File: config.mk
export PLATFORM = sky130hd
export DESIGN_NAME = of_lookup_keygen_flat
export DESIGN_NICKNAME = d
export VERILOG_FILES = /design/src/rtl/of_lookup_keygen_if.sv /design/src/rtl/of_lookup_keygen.sv /design/src/flat_wrapper.sv
export SDC_FILE = /design/constraint.sdc
export NUM_CORES = 1
export LEC_CHECK = 0
export ABC_AREA = 1
export CAP_MARGIN = 20
export CELL_PAD_IN_SITES_DETAIL_PLACEMENT = 1
export CELL_PAD_IN_SITES_GLOBAL_PLACEMENT = 1
export CORE_UTILIZATION = 37
export CTS_BUF_LIST = sky130_fd_sc_hd__clkbuf_16
export DETAILED_ROUTE_END_ITERATION = 10
export PLACE_DENSITY = 0.87
export SKIP_CTS_REPAIR_TIMING = 1
export SLEW_MARGIN = 15
export SYNTH_ARGS = -nofsm -noshare
export SYNTH_HDL_FRONTEND = slang
export SYNTH_SLANG_ARGS = --single-unit
File: constraint.sdc
create_clock -name sys_clk -period 1.71 [get_ports sys_clk]
set_clock_uncertainty 0.1 [all_clocks]
set_input_delay 0.4275 -clock sys_clk [delete_from_list [all_inputs] [get_ports sys_clk]]
set_output_delay 0.4275 -clock sys_clk [all_outputs]
set_load 0.03 [all_outputs]
File: src/rtl/of_lookup_keygen_if.sv
// of_lookup_keygen_if: flow-lookup handshake between the key generator (master) and the lookup stage (slave).
interface of_lookup_keygen_if #(
    parameter int NPORT = 4
);
    logic             of_lookup_req;
    logic [115:0]     of_lookup_data;
    logic             of_lookup_ack;
    logic             of_lookup_err;
    logic [NPORT-1:0] of_lookup_fwd_port;

    modport master (
        output of_lookup_req, of_lookup_data,
        input  of_lookup_ack, of_lookup_err, of_lookup_fwd_port
    );

    modport slave (
        input  of_lookup_req, of_lookup_data,
        output of_lookup_ack, of_lookup_err, of_lookup_fwd_port
    );
endinterface

File: src/rtl/of_lookup_keygen.sv
// of_lookup_keygen: per-port Ethernet/IPv4 header parser that builds the 116-bit flow-lookup key,
// runs the lookup req/ack handshake with a timeout, and keeps lookup/timeout/drop statistics.
module of_lookup_keygen #(
    parameter logic [3:0] NPORT    = 4'h4,
    parameter logic [3:0] PORT_NUM = 4'h0,
    parameter logic [7:0] TIMEOUT  = 8'd32
) (
    input  logic               sys_clk,
    input  logic               sys_rst_n,
    input  logic               rx_dv,
    input  logic [7:0]         rx_data,
    of_lookup_keygen_if.master lk,
    output logic               res_valid,
    output logic [NPORT-1:0]   res_fwd_port,
    output logic               res_err,
    output logic [15:0]        cnt_lookup,
    output logic [15:0]        cnt_timeout,
    output logic [15:0]        cnt_drop
);
    localparam logic [1:0] S_IDLE = 2'd0;
    localparam logic [1:0] S_HDR  = 2'd1;
    localparam logic [1:0] S_REQ  = 2'd2;
    localparam logic [1:0] S_SKIP = 2'd3;

    logic [1:0]  r_state;
    logic [5:0]  r_bcnt;
    logic [7:0]  r_tmr;
    logic [7:0]  r_eth_hi;
    logic        r_dv_d;
    logic [47:0] r_srcmac;
    logic [31:0] r_srcip;
    logic [23:0] r_dstip;
    logic        w_done;
    logic        w_non_ip;

    // ack wins over a timeout expiring in the same cycle
    assign w_done   = lk.of_lookup_ack || r_tmr == TIMEOUT - 8'd1;
    assign w_non_ip = r_bcnt == 6'd13 && {r_eth_hi, rx_data} != 16'h0800;

    always_ff @(posedge sys_clk or negedge sys_rst_n) begin
        if (!sys_rst_n) begin
            r_state           <= S_IDLE;
            r_bcnt            <= 6'd0;
            r_tmr             <= 8'd0;
            r_eth_hi          <= 8'd0;
            r_dv_d            <= 1'b0;
            r_srcmac          <= 48'd0;
            r_srcip           <= 32'd0;
            r_dstip           <= 24'd0;
            lk.of_lookup_req  <= 1'b0;
            lk.of_lookup_data <= 116'd0;
            res_valid         <= 1'b0;
            res_fwd_port      <= '0;
            res_err           <= 1'b0;
            cnt_lookup        <= 16'd0;
            cnt_timeout       <= 16'd0;
            cnt_drop          <= 16'd0;
        end else begin
            r_dv_d    <= rx_dv;
            r_bcnt    <= rx_dv ? r_bcnt + {5'd0, r_bcnt != 6'd63} : 6'd0;
            res_valid <= 1'b0;
            case (r_state)
                S_IDLE: if (rx_dv) r_state <= S_HDR;
                S_HDR: begin
                    // shift registers are fully refilled by every frame before byte 33
                    if (r_bcnt >= 6'd6 && r_bcnt <= 6'd11) r_srcmac <= {r_srcmac[39:0], rx_data};
                    if (r_bcnt == 6'd12) r_eth_hi <= rx_data;
                    if (r_bcnt >= 6'd26 && r_bcnt <= 6'd29) r_srcip <= {r_srcip[23:0], rx_data};
                    if (r_bcnt >= 6'd30 && r_bcnt <= 6'd32) r_dstip <= {r_dstip[15:0], rx_data};
                    if (!rx_dv || w_non_ip) begin
                        cnt_drop <= cnt_drop + 16'd1;
                        r_state  <= rx_dv ? S_SKIP : S_IDLE;
                    end else if (r_bcnt == 6'd33) begin
                        r_state           <= S_REQ;
                        r_tmr             <= 8'd0;
                        lk.of_lookup_req  <= 1'b1;
                        lk.of_lookup_data <= {PORT_NUM, r_srcmac, r_srcip, r_dstip, rx_data};
                    end
                end
                S_REQ: begin
                    if (rx_dv && !r_dv_d) cnt_drop <= cnt_drop + 16'd1;
                    if (w_done) begin
                        lk.of_lookup_req <= 1'b0;
                        res_valid        <= 1'b1;
                        res_fwd_port     <= lk.of_lookup_ack ? lk.of_lookup_fwd_port : '0;
                        res_err          <= lk.of_lookup_ack ? lk.of_lookup_err : 1'b1;
                        cnt_lookup       <= cnt_lookup + {15'd0, lk.of_lookup_ack};
                        cnt_timeout      <= cnt_timeout + {15'd0, !lk.of_lookup_ack};
                        r_state          <= rx_dv ? S_SKIP : S_IDLE;
                    end else begin
                        r_tmr <= r_tmr + 8'd1;
                    end
                end
                default: if (!rx_dv) r_state <= S_IDLE;
            endcase
        end
    end
endmodule

File: src/flat_wrapper.sv
// flat-port wrapper written by rule: the top's interface ports become plain ports
module of_lookup_keygen_flat 
#(
    parameter logic [3:0] NPORT    = 4'h4,
    parameter logic [3:0] PORT_NUM = 4'h0,
    parameter logic [7:0] TIMEOUT  = 8'd32
)
  (sys_clk, sys_rst_n, rx_dv, rx_data, res_valid, res_fwd_port, res_err, cnt_lookup, cnt_timeout, cnt_drop, lk_of_lookup_req, lk_of_lookup_data, lk_of_lookup_ack, lk_of_lookup_err, lk_of_lookup_fwd_port);
  of_lookup_keygen_if #(.NPORT(NPORT)) lk_i ();
  input  logic sys_clk;
  input  logic sys_rst_n;
  input  logic rx_dv;
  input  logic [7:0] rx_data;
  output logic res_valid;
  output logic [NPORT-1:0] res_fwd_port;
  output logic res_err;
  output logic [15:0] cnt_lookup;
  output logic [15:0] cnt_timeout;
  output logic [15:0] cnt_drop;
  output wire logic [$bits(lk_i.of_lookup_req)-1:0] lk_of_lookup_req;
  output wire logic [$bits(lk_i.of_lookup_data)-1:0] lk_of_lookup_data;
  input wire logic [$bits(lk_i.of_lookup_ack)-1:0] lk_of_lookup_ack;
  input wire logic [$bits(lk_i.of_lookup_err)-1:0] lk_of_lookup_err;
  input wire logic [$bits(lk_i.of_lookup_fwd_port)-1:0] lk_of_lookup_fwd_port;
  assign lk_of_lookup_req = lk_i.of_lookup_req;
  assign lk_of_lookup_data = lk_i.of_lookup_data;
  assign lk_i.of_lookup_ack = lk_of_lookup_ack;
  assign lk_i.of_lookup_err = lk_of_lookup_err;
  assign lk_i.of_lookup_fwd_port = lk_of_lookup_fwd_port;
  of_lookup_keygen #(.NPORT(NPORT), .PORT_NUM(PORT_NUM), .TIMEOUT(TIMEOUT)) u_core (.sys_clk(sys_clk), .sys_rst_n(sys_rst_n), .rx_dv(rx_dv), .rx_data(rx_data), .lk(lk_i), .res_valid(res_valid), .res_fwd_port(res_fwd_port), .res_err(res_err), .cnt_lookup(cnt_lookup), .cnt_timeout(cnt_timeout), .cnt_drop(cnt_drop));
endmodule
==> run_results.csv, run 1 <==
group,metric,value,unit
logic_synthesis,post_synthesis_cell_area,12300,um2
route,drt_pass1_iterations,7,
placed_design,place.detailed.hpwl,24600,um
grt,global_route.overflow_total,0,
pwr,internal_power_of_the_cells,12800,uW
logic_synthesis,yosys.area.top_type_share,60.4,%
route,post_drt_wl_per_cell,20.2,um
pwr,power_switching_share,30.9,%
route,drc,0,
route,post_route_antenna_net_violation_count,0,
logic_synthesis,synth_top_area_cell,"sky130_fd_sc_hd__dfrtp_1",
sta,number_of_setup_violations_in_the_final_report,292,
run_status,violations,"negative setup slack",
logic_synthesis,compound_gate_portion_of_the_synthesized_area,10.6,%
layout,fill_cells,3654,
logic_synthesis,post-synth-top-count-cell,"sky130_fd_sc_hd__nand2_1",
layout,fin_nets,1691,
sta,maxClockFrequency,477,MHz
placed_design,finalWeightedCongestion,0.795,
setup_path,critical_path_peak_fanout,35,
pwr,power_frac_seq,42.7,%
logic_synthesis,asyncSetResetFlopFracSynth,100,%
clock_network,tritoncts,"yes",
pwr,power.static_leakage,0.00902,uW
die,floorplan.initialDensity,37.7,%
die,floorplan.die.height,184,um
logic_synthesis,syn_inst,1328,
layout,finish.cell_count_without_fillers,2124,
min_path,hold_path.class,"in2async",
pwr,power_per_cell_area,1040,nW/um2
layout,syn2layout_area_growth,44.2,%
placed_design,port-buffer-count,183,
logic_synthesis,ys_warn_count,0,
setup_path,path_class,"in2reg",
logic_synthesis,synth.avg_cell_area,9.23,um2
pwr,p_sw,5710,uW
die,floorplan.core_area,32500,um2
clock_network,cts.clk_slew.worst_paths,0.06,ns
sta,hold_viol_final,0,
sta,hold_ws,0.277,ns
clock_network,cts-buffers-inserted,35,
layout,n_antenna_cell,0,
setup_path,worst_ep_required_time,1.99,ns
placed_design,placedCellCount,2012,
die,ioPinCount,188,
logic_synthesis,area_fraction_in_and_or_nand_and_nor_cells_after_synthesis,16.5,%
run_status,outcome,"complete, but fails checks",
grt,first_global_vias,10800,
layout,final_design_area_no_fill,17700,um2
grt,grt_start_max_net_pins,79,
grt,grt_first_pass_wirelength,56600,um
placed_design,place_area,15700,um2
clock_network,cts_max_path_buffers,3,
clock_network,clockRootBuffer,"sky130_fd_sc_hd__clkbuf_16",
clock_network,tritoncts_num_sinks,296,
logic_synthesis,yosys.area_share.xor_xnor,2.93,%
clock_network,clock_tree.htree_level_count,2,
route,route.detailed.vias_per_inst,5.00,
run,max_cap_viol_count,0,
die,row_count,66,
clock_network,clock_insertion_delay_worst_skew,0.52,ns
logic_synthesis,synth_top_family_by_area,"simple AND/OR/NAND/NOR gates",
placed_design,pre_cts_slack,-0.827,ns
layout,drive_gt1_share,30.8,%
grt,grt_antenna_before_repair,0,
route,detail_route.iter0.violations,424,
logic_synthesis,synth.lib_cells_used.distinct,34,
logic_synthesis,yosys.area_share.adder,1.22,%
die,overall_die_area,33900,um2
sta,drv_slew,0,
logic_synthesis,synth.top_cells.by_count,"sky130_fd_sc_hd__nand2_1 (366), sky130_fd_sc_hd__dfrtp_1 (296), sky130_fd_sc_hd__o21ai_0 (189), sky130_fd_sc_hd__inv_1 (163), sky130_fd_sc_hd__nor2_1 (51)",
route,vias,10600,
pwr,share_comb_of_total_power,20.6,%
layout,ff_latch_area,7410,um2
die,die_w,184,um
layout,multiInputGateArea,4590,um2
logic_synthesis,yosys-mux-area-fraction,0,%
grt,grt_util_all_layers,21.3,%
route,detail_route.wirelength,43000,um
logic_synthesis,yosysSeqAreaShare,60.4,%
logic_synthesis,yosys-top-cells-area,"sky130_fd_sc_hd__dfrtp_1 (60%), sky130_fd_sc_hd__nand2_1 (11%), sky130_fd_sc_hd__o21ai_0 (7.7%)",
pwr,ir_worst_vdd,0.925,mV
logic_synthesis,synth_ff_type,"sky130_fd_sc_hd__dfrtp_1",
pwr,clkPwrFrac,36.8,%
sta,post-route-worst-setup-slack,-0.386,ns
sta,period_share,123,%
setup_path,worst_setup_path_start_kind,"input pin",
setup_path,setup.worst_path.end_class,"register",
logic_synthesis,synth-edff-count,0,
sta,layout_min_cycle_time,2.10,ns
sta,rsz_0062_raised_after_global_routing,"true",
setup_path,worst_ep_arrival_time,2.37,ns
logic_synthesis,ys_ff_latch,296,
[state kept, by name, indices dropped and copies added, names as in the netlist]
signal and flops:
u_core.r_srcip 32, u_core.lk.of_lookup_req 1, u_core.res_err 1, u_core.r_srcmac 48
u_core.r_eth_hi 8, u_core.r_tmr 8, u_core.cnt_timeout 16, u_core.res_fwd_port 4
u_core.cnt_drop 16, u_core.r_bcnt 6, u_core.cnt_lookup 16, u_core.r_state 2
u_core.r_dv_d 1, u_core.r_dstip 24, u_core.res_valid 1, u_core.lk.of_lookup_data 112
[through the flow]
stage	TNS, ns	util [%]	total power [uW]
after floorplan	-0.0604	-	9550
after global placement	-90.84	48.3	11100
after detailed placement	-120.75	48.3	11300
after CTS	-100.99	51.4	18100
after global routing	-77.44	54.3	19200
final	-49.99	54.3	18500
[area by class of cell]
type,instances,area share (%)
sequential,296,41.9
timing repair inverter,1,0.0425
inverter,166,3.59
clock buffer,36,5.10
multi-input combinational,810,26.0
timing repair buffer,352,19.7
tap,442,3.13
clock inverter,21,0.580
[placed cells by master, fill, tap and decap left out, types with 7 or more instances in the layout]
cell and count:
sky130_fd_sc_hd__nand2_1 304, sky130_fd_sc_hd__dfrtp_1 292, sky130_fd_sc_hd__inv_1 166, sky130_fd_sc_hd__o21ai_0 138, sky130_fd_sc_hd__clkbuf_2 115, sky130_fd_sc_hd__buf_4 106, sky130_fd_sc_hd__o21ai_1 62, sky130_fd_sc_hd__clkbuf_16 52
sky130_fd_sc_hd__buf_12 45, sky130_fd_sc_hd__nand2_2 41, sky130_fd_sc_hd__nand3_1 37, sky130_fd_sc_hd__o21ai_2 35, sky130_fd_sc_hd__nor2_1 34, sky130_fd_sc_hd__xor2_1 28, sky130_fd_sc_hd__nand2_4 23, sky130_fd_sc_hd__buf_6 19
sky130_fd_sc_hd__dlymetal6s2s_1 18, sky130_fd_sc_hd__clkdlybuf4s50_1 14, sky130_fd_sc_hd__xnor2_1 12, sky130_fd_sc_hd__nor2_2 11, sky130_fd_sc_hd__clkinv_1 11, sky130_fd_sc_hd__nor3_1 10, sky130_fd_sc_hd__nand4_1 9, sky130_fd_sc_hd__nor2_4 9
sky130_fd_sc_hd__nand3_2 7, sky130_fd_sc_hd__ha_1 7, sky130_fd_sc_hd__clkbuf_4 7
[path summary, 6_finish.rpt]
path                                               from                           end  slack [ns]  cells after the start
max                                          rx_data[3]   u_core.lk.of_lookup_data[6]       -0.39                     13
min                                           sys_rst_n  u_core.lk.of_lookup_data[82]        0.28                      2
max reg2reg                          u_core.r_eth_hi[1]   u_core.lk.of_lookup_data[6]       -0.33                     12
min reg2reg                u_core.lk.of_lookup_data[59]  u_core.lk.of_lookup_data[59]        0.38                      2
max in group asynchronous                     sys_rst_n            u_core.r_srcip[27]        0.57                      3
min in group sys_clk                   lk_of_lookup_ack                u_core.res_err        0.28                      3
[worst max-delay path, stage by stage]
cell and delay (ns):
sky130_fd_sc_hd__clkdlybuf4s50_1 0.44, sky130_fd_sc_hd__nor2_1 0.16, sky130_fd_sc_hd__nand2_1 0.10, sky130_fd_sc_hd__nor2_2 0.14, sky130_fd_sc_hd__nand2_2 0.09, sky130_fd_sc_hd__nand2_2 0.08
sky130_fd_sc_hd__nand2_2 0.06, sky130_fd_sc_hd__inv_2 0.09, sky130_fd_sc_hd__nand3_4 0.13, sky130_fd_sc_hd__buf_12 0.21, sky130_fd_sc_hd__clkbuf_16 0.22, sky130_fd_sc_hd__nand2_1 0.09
sky130_fd_sc_hd__o21ai_1 0.09
[per-layer routing]
metal  share of wire, %  GRT usage [%]  vias to the layer above
met1                 40           25.7                     5399
met2                 54           37.8                      280
li1                   -              -                     4852
met3                4.3           4.56                       81
met5                  0              0                        -
met4                2.4           6.33                        0
[power groups by stage]
| stage | sequential [uW] | combinational (uW) | clock (uW) |
|---|---|---|---|
| 6_report | 7880 | 3800 | 6790 |
| 5_1_grt | 7920 | 4070 | 7180 |
| 4_1_cts | 7860 | 3390 | 6860 |
| 3_5_place_dp | 7960 | 3340 | 0 |
| 3_3_place_gp | 7910 | 3160 | 0 |
| 2_1_floorplan | 8280 | 1270 | 0 |
[cells by family after synthesis]
group | after synthesis
buf+inv | 226
compound gates | 252
fa+ha+maj | 12
flops | 296
xor+xnor | 41
simple gates | 500
other cells | 1
(Power assumes the default switching activity.)
==> inputs of run 2 (changes only) <==
Settings changed: CELL_PAD_IN_SITES_DETAIL_PLACEMENT 1 to default, CELL_PAD_IN_SITES_GLOBAL_PLACEMENT 1 to default, CORE_UTILIZATION 37 to 45, HOLD_SLACK_MARGIN from default to 0.05, PLACE_DENSITY 0.87 to 0.82.
==> run_results.csv, run 2 (synthesized netlist as in run 1, its figures left out) <==
group,metric,value,unit
clock_network,cts_max_path_buffers,3,
layout,drive_gt1_share,31.3,%
layout,fin_nets,1696,
route,detail_route.wirelength,33700,um
route,route.detailed.vias_per_inst,5.14,
grt,grt_antenna_before_repair,0,
grt,grt_util_all_layers,20.9,%
layout,mostFrequentLayoutCell,"sky130_fd_sc_hd__nand2_1",
placed_design,finalWeightedCongestion,0.857,
die,floorplan.core_area,26800,um2
sta,maxClockFrequency,521,MHz
grt,first_global_vias,9727,
route,detail_route.iter0.violations,886,
sta,hold_viol_final,0,
layout,final_design_area_no_fill,17300,um2
die,floorplan.initialDensity,45.7,%
layout,post-route-util,64.5,%
placed_design,place.detailed.hpwl,19800,um
run_status,outcome,"complete, but fails checks",
pwr,share_comb_of_total_power,19.8,%
route,post_drt_wl_per_cell,16.6,um
setup_path,setup.worst_path.end_class,"register",
die,overall_die_area,27900,um2
pwr,power.static_leakage,0.00869,uW
sta,period_share,112,%
placed_design,port-buffer-count,183,
route,vias,10400,
sta,rsz_0062_raised_after_global_routing,"true",
die,floorplan.die.height,167,um
placed_design,place_area,15500,um2
layout,syn2layout_area_growth,41.0,%
run_status,violations,"negative setup slack",
layout,n_antenna_cell,0,
grt,grt_first_pass_wirelength,47900,um
sta,hold_ws,0.194,ns
layout,reg.largest.list,"u_core.lk.of_lookup_data: 112 flops, u_core.r_srcmac: 48 flops, u_core.r_srcip: 32 flops",
layout,layout.cells.most_common_list,"sky130_fd_sc_hd__nand2_1 (321), sky130_fd_sc_hd__dfrtp_1 (290), sky130_fd_sc_hd__inv_1 (163)",
die,die_w,167,um
clock_network,clock_tree.htree_level_count,1,
run,max_cap_viol_count,0,
pwr,power_frac_seq,43.5,%
clock_network,tritoncts,"yes",
clock_network,cts.clk_slew.worst_paths,0.06,ns
placed_design,pre_cts_slack,-0.686,ns
clock_network,tritoncts_num_sinks,296,
setup_path,worst_ep_arrival_time,2.23,ns
grt,global_route.overflow_total,0,
die,row_count,60,
setup_path,worst_setup_path_start_kind,"register",
layout,largest_reg_flops,112,
pwr,power_switching_share,29.2,%
clock_network,clock_insertion_delay_worst_skew,0.55,ns
pwr,total_power,18000,uW
min_path,hold_path.class,"in2async",
route,drt_pass1_iterations,6,
grt,grt_start_max_net_pins,75,
setup_path,worst_ep_required_time,2.02,ns
pwr,clkPwrFrac,36.7,%
sta,layout_min_cycle_time,1.92,ns
pwr,internal_power_of_the_cells,12700,uW
clock_network,clockRootBuffer,"sky130_fd_sc_hd__clkbuf_16",
clock_network,cts-buffers-inserted,30,
setup_path,path_class,"reg2reg",
sta,post-route-worst-setup-slack,-0.210,ns
sta,number_of_setup_violations_in_the_final_report,165,
layout,largest-register,"u_core.lk.of_lookup_data",
pwr,p_sw,5250,uW
route,drc,0,
pwr,power_per_cell_area,1040,nW/um2
setup_path,critical_path_peak_fanout,15,
pwr,ir_worst_vdd,0.906,mV
sta,drv_slew,0,
route,post_route_antenna_net_violation_count,0,
die,ioPinCount,188,
run 2: cell count changes in the layout (fill, tap and decap cells not counted), sizes merged:
cell          previous run  this run
nand2                  371       372
bufinv                   0         4
clkinv                  14        11
clkinvlp                 2         3
buf                    181       222
dlymetal6s2s            18         1
clkbuf                 174       154
run 2: final cells by class:
cell class / instances / area (um2)
inverters: 166 / 626
repair buffers: 362 / 3290
flip-flops and latches: 296 / 7410
well taps: 341 / 427
clock inverters: 24 / 246
fillers: 1979 / 9520
clock buffers: 30 / 751
multi-input cells: 811 / 4530
run 2: worst paths after layout:
path                                startpoint                           end  slack [ns]  cells after the start
setup / recovery              u_core.r_bcnt[2]   u_core.lk.of_lookup_data[4]       -0.21                     12
min in group sys_clk          lk_of_lookup_ack          u_core.cnt_lookup[0]        0.24                      4
max in group asynchronous            sys_rst_n         u_core.cnt_timeout[1]        0.65                      3
hold / removal                       sys_rst_n  u_core.lk.of_lookup_data[75]        0.19                      2
hold reg to reg            u_core.r_srcmac[15]           u_core.r_srcmac[15]        0.38                      2
setup reg to reg              u_core.r_bcnt[2]   u_core.lk.of_lookup_data[4]       -0.21                     12
run 2: critical path, stage by stage, from the launching register on:
cell	delay, ns
sky130_fd_sc_hd__dfrtp_1	0.39
sky130_fd_sc_hd__buf_4	0.14
sky130_fd_sc_hd__nand2_2	0.06
sky130_fd_sc_hd__inv_2	0.07
sky130_fd_sc_hd__nand2_1	0.06
sky130_fd_sc_hd__nor2_2	0.15
sky130_fd_sc_hd__nand2_2	0.09
sky130_fd_sc_hd__nand2_2	0.07
sky130_fd_sc_hd__inv_2	0.06
sky130_fd_sc_hd__nand3_4	0.08
sky130_fd_sc_hd__buf_12	0.20
sky130_fd_sc_hd__buf_6	0.21
sky130_fd_sc_hd__o21ai_1	0.09
run 2: metal layers:
layer / track usage (%) / wire length (um) / share of wire, % / vias up
met3: 4.80 / 2170 / 6.4 / 59
met5: 0 / 0 / 0 / -
met4: 4.63 / 628 / 1.9 / 0
met2: 35.1 / 16800 / 50 / 348
li1: - / - / - / 4899
met1: 27.6 / 14100 / 42 / 5121
run 2: stage by stage:
step,setup TNS (ns),std cells
after floorplan,-0.0604,1331
after global placement,-91.51,1916
after detailed placement,-101.65,1916
after CTS,-92.88,1970
after global routing,-40.08,2030
final,-17.87,2030
run 2: power by group through the flow:
stage | Clock, uW | Combinational (uW) | Sequential (uW)
final | 6590 | 3560 | 7820
after global routing | 7010 | 3890 | 7860
after CTS | 6700 | 3060 | 7800
after detailed placement | 0 | 3050 | 7910
after global placement | 0 | 2940 | 7890
after floorplan | 0 | 1270 | 8280
==> inputs of run 3 (changes only) <==
Settings changed: CORE_UTILIZATION 45 to 35, PLACE_DENSITY 0.82 to 0.69.
==> run_results.csv, run 3 (synthesized netlist as in run 1, its figures left out) <==
group,metric,value,unit
run_status,outcome,"complete, but fails checks",
run_status,violations,"negative setup slack",
sta,maxClockFrequency,505,MHz
sta,layout_min_cycle_time,1.98,ns
setup_path,worst_ep_required_time,2.01,ns
setup_path,worst_ep_arrival_time,2.28,ns
clock_network,tritoncts,"yes",
layout,largest-register,"u_core.lk.of_lookup_data",
setup_path,critical-path-slowest-cell,"sky130_fd_sc_hd__dfrtp_1",
route,route.detailed.vias_per_inst,4.71,
route,wl_met3,2420,um
route,detail_route.iter0.violations,620,
die,row_count,68,
clock_network,tritoncts_num_sinks,296,
grt,grt_first_pass_wirelength,47800,um
setup_path,regToRegStartpoint,"u_core.r_eth_hi[5]",
grt,first_global_vias,9352,
setup_path,worst_setup_path_start_kind,"register",
grt,grt_start_max_net_pins,87,
grt,global_route.overflow_total,0,
placed_design,port-buffer-count,183,
route,drt_pass1_iterations,7,
sta,period_share,116,%
sta,number_of_setup_violations_in_the_final_report,191,
layout,n_antenna_cell,0,
die,ioPinCount,188,
clock_network,cts-buffers-inserted,34,
route,post_drt_wl_per_cell,15.5,um
layout,layout.cells.most_common_list,"sky130_fd_sc_hd__nand2_1 (311), sky130_fd_sc_hd__dfrtp_1 (294), sky130_fd_sc_hd__inv_1 (168)",
pwr,power_per_cell_area,1060,nW/um2
layout,fin_nets,1682,
clock_network,clockRootBuffer,"sky130_fd_sc_hd__clkbuf_16",
setup_path,path_class,"reg2reg",
route,topRoutingLayerUsed,"met4",
layout,drive_gt1_share,28.5,%
placed_design,pre_cts_slack,-0.746,ns
clock_network,cts.clk_slew.worst_paths,0.06,ns
die,floorplan.die.height,189,um
placed_design,place.detailed.hpwl,20600,um
die,die_w,189,um
route,drc,0,
layout,reg.largest.list,"u_core.lk.of_lookup_data: 112 flops, u_core.r_srcmac: 48 flops, u_core.r_srcip: 32 flops",
route,wirelength_met1,14100,um
sta,drv_slew,0,
setup_path,worst-r2r-cell-count,13,
route,post_route_antenna_net_violation_count,0,
route,vias,10100,
setup_path,critical_path_peak_fanout,7,
die,floorplan.core_area,34500,um2
clock_network,clock_insertion_delay_worst_skew,0.51,ns
clock_network,clock_tree.htree_level_count,2,
pwr,power.static_leakage,0.00907,uW
layout,post-route-util,50.6,%
layout,largest_reg_flops,112,
clock_network,cts_max_path_buffers,3,
setup_path,regToRegSetupSlack,-0.27,ns
sta,hold_viol_final,0,
placed_design,finalWeightedCongestion,0.820,
run,max_cap_viol_count,0,
layout,syn2layout_area_growth,42.6,%
grt,grt_util_all_layers,16.6,%
setup_path,cell_chain_critical_path,"nor2_1 -> nand2_1 -> nor2_2 -> nand2_1 -> nand2_2 -> nand2_2 -> inv_2 -> nand3_4 -> buf_12 -> buf_12 -> clkbuf_16 -> nand2_4 -> o21ai_2",
route,wl_met2,15800,um
grt,grt_antenna_before_repair,0,
setup_path,setup.worst_path.end_class,"register",
sta,post-route-worst-setup-slack,-0.272,ns
layout,mostFrequentLayoutCell,"sky130_fd_sc_hd__nand2_1",
die,floorplan.initialDensity,35.5,%
sta,rsz_0062_raised_after_global_routing,"true",
die,overall_die_area,35800,um2
pwr,ir_worst_vdd,1.02,mV
setup_path,worst_path_largest_cell_delay,0.38,ns
sta,setup_total_negative_slack,-22.55,ns
setup_path,worstReg2RegEnd,"u_core.lk.of_lookup_data[11]",
route,detail_route.wirelength,33000,um
min_path,hold_path.class,"in2async",
run 3: cell count changes in the layout (fill, tap and decap cells not counted), sizes merged:
cell          change
clkinv            -1
buf              -36
nand2             -1
bufinv            -1
dlymetal6s2s     +25
inv               +5
clkbuf            -2
run 3: critical path, delay by kind of cell (launching register included):
family                 cells  cell delay, ns
AO/OA/AOI/OAI              1            0.05
flip-flops                 1            0.38
buffers and inverters      4            0.56
AND/OR/NAND/NOR            8            0.76
run 3: through the flow:
step	power [uW]	instance area, um2	cells	hold slack, ns
after floorplan	9550	12300	1331	0.0319
after global placement	11100	15800	2032	0.197
after detailed placement	11200	15800	2032	0.194
after CTS	18300	16900	2093	-0.351
after global routing	19300	17500	2133	0.265
final	18500	17500	2133	0.252
run 3: cell type report:
cell class              instances  area, um2
flip-flops and latches        296       7410
fillers                      3121      17100
multi-input cells             810       4420
clock buffers                  34        851
repair buffers                345       3370
well taps                     455        569
inverters                     166        632
clock inverters                27        224
run 3: per-layer routing:
metal / up-vias / track usage, %
met5: - / 0
met4: 0 / 3.85
met3: 56 / 4.43
met2: 298 / 26.8
met1: 4837 / 22.2
li1: 4859 / -
run 3: worst max-delay path by stage:
stage	startpoint	endpoint	slack [ns]
floorplan	u_core.cnt_lookup[0]	u_core.cnt_lookup[10]	-0.03
global placement	lk_of_lookup_ack	u_core.cnt_timeout[14]	-0.70
detailed placement	lk_of_lookup_ack	u_core.cnt_timeout[14]	-0.75
CTS	u_core.lk.of_lookup_data[78]	lk_of_lookup_data[78]	-0.47
global route	u_core.r_eth_hi[5]	u_core.lk.of_lookup_data[27]	-0.33
finish	u_core.r_eth_hi[5]	u_core.lk.of_lookup_data[11]	-0.27
run 3: report_power, final:
| group | leakage, uW | total [uW] | switching, uW | internal [uW] |
|---|---|---|---|---|
| sequential | 0.00391 | 7790 | 308 | 7480 |
| combinational | 0.00461 | 3650 | 2160 | 1480 |
| clock | 0.000554 | 7020 | 2920 | 4100 |
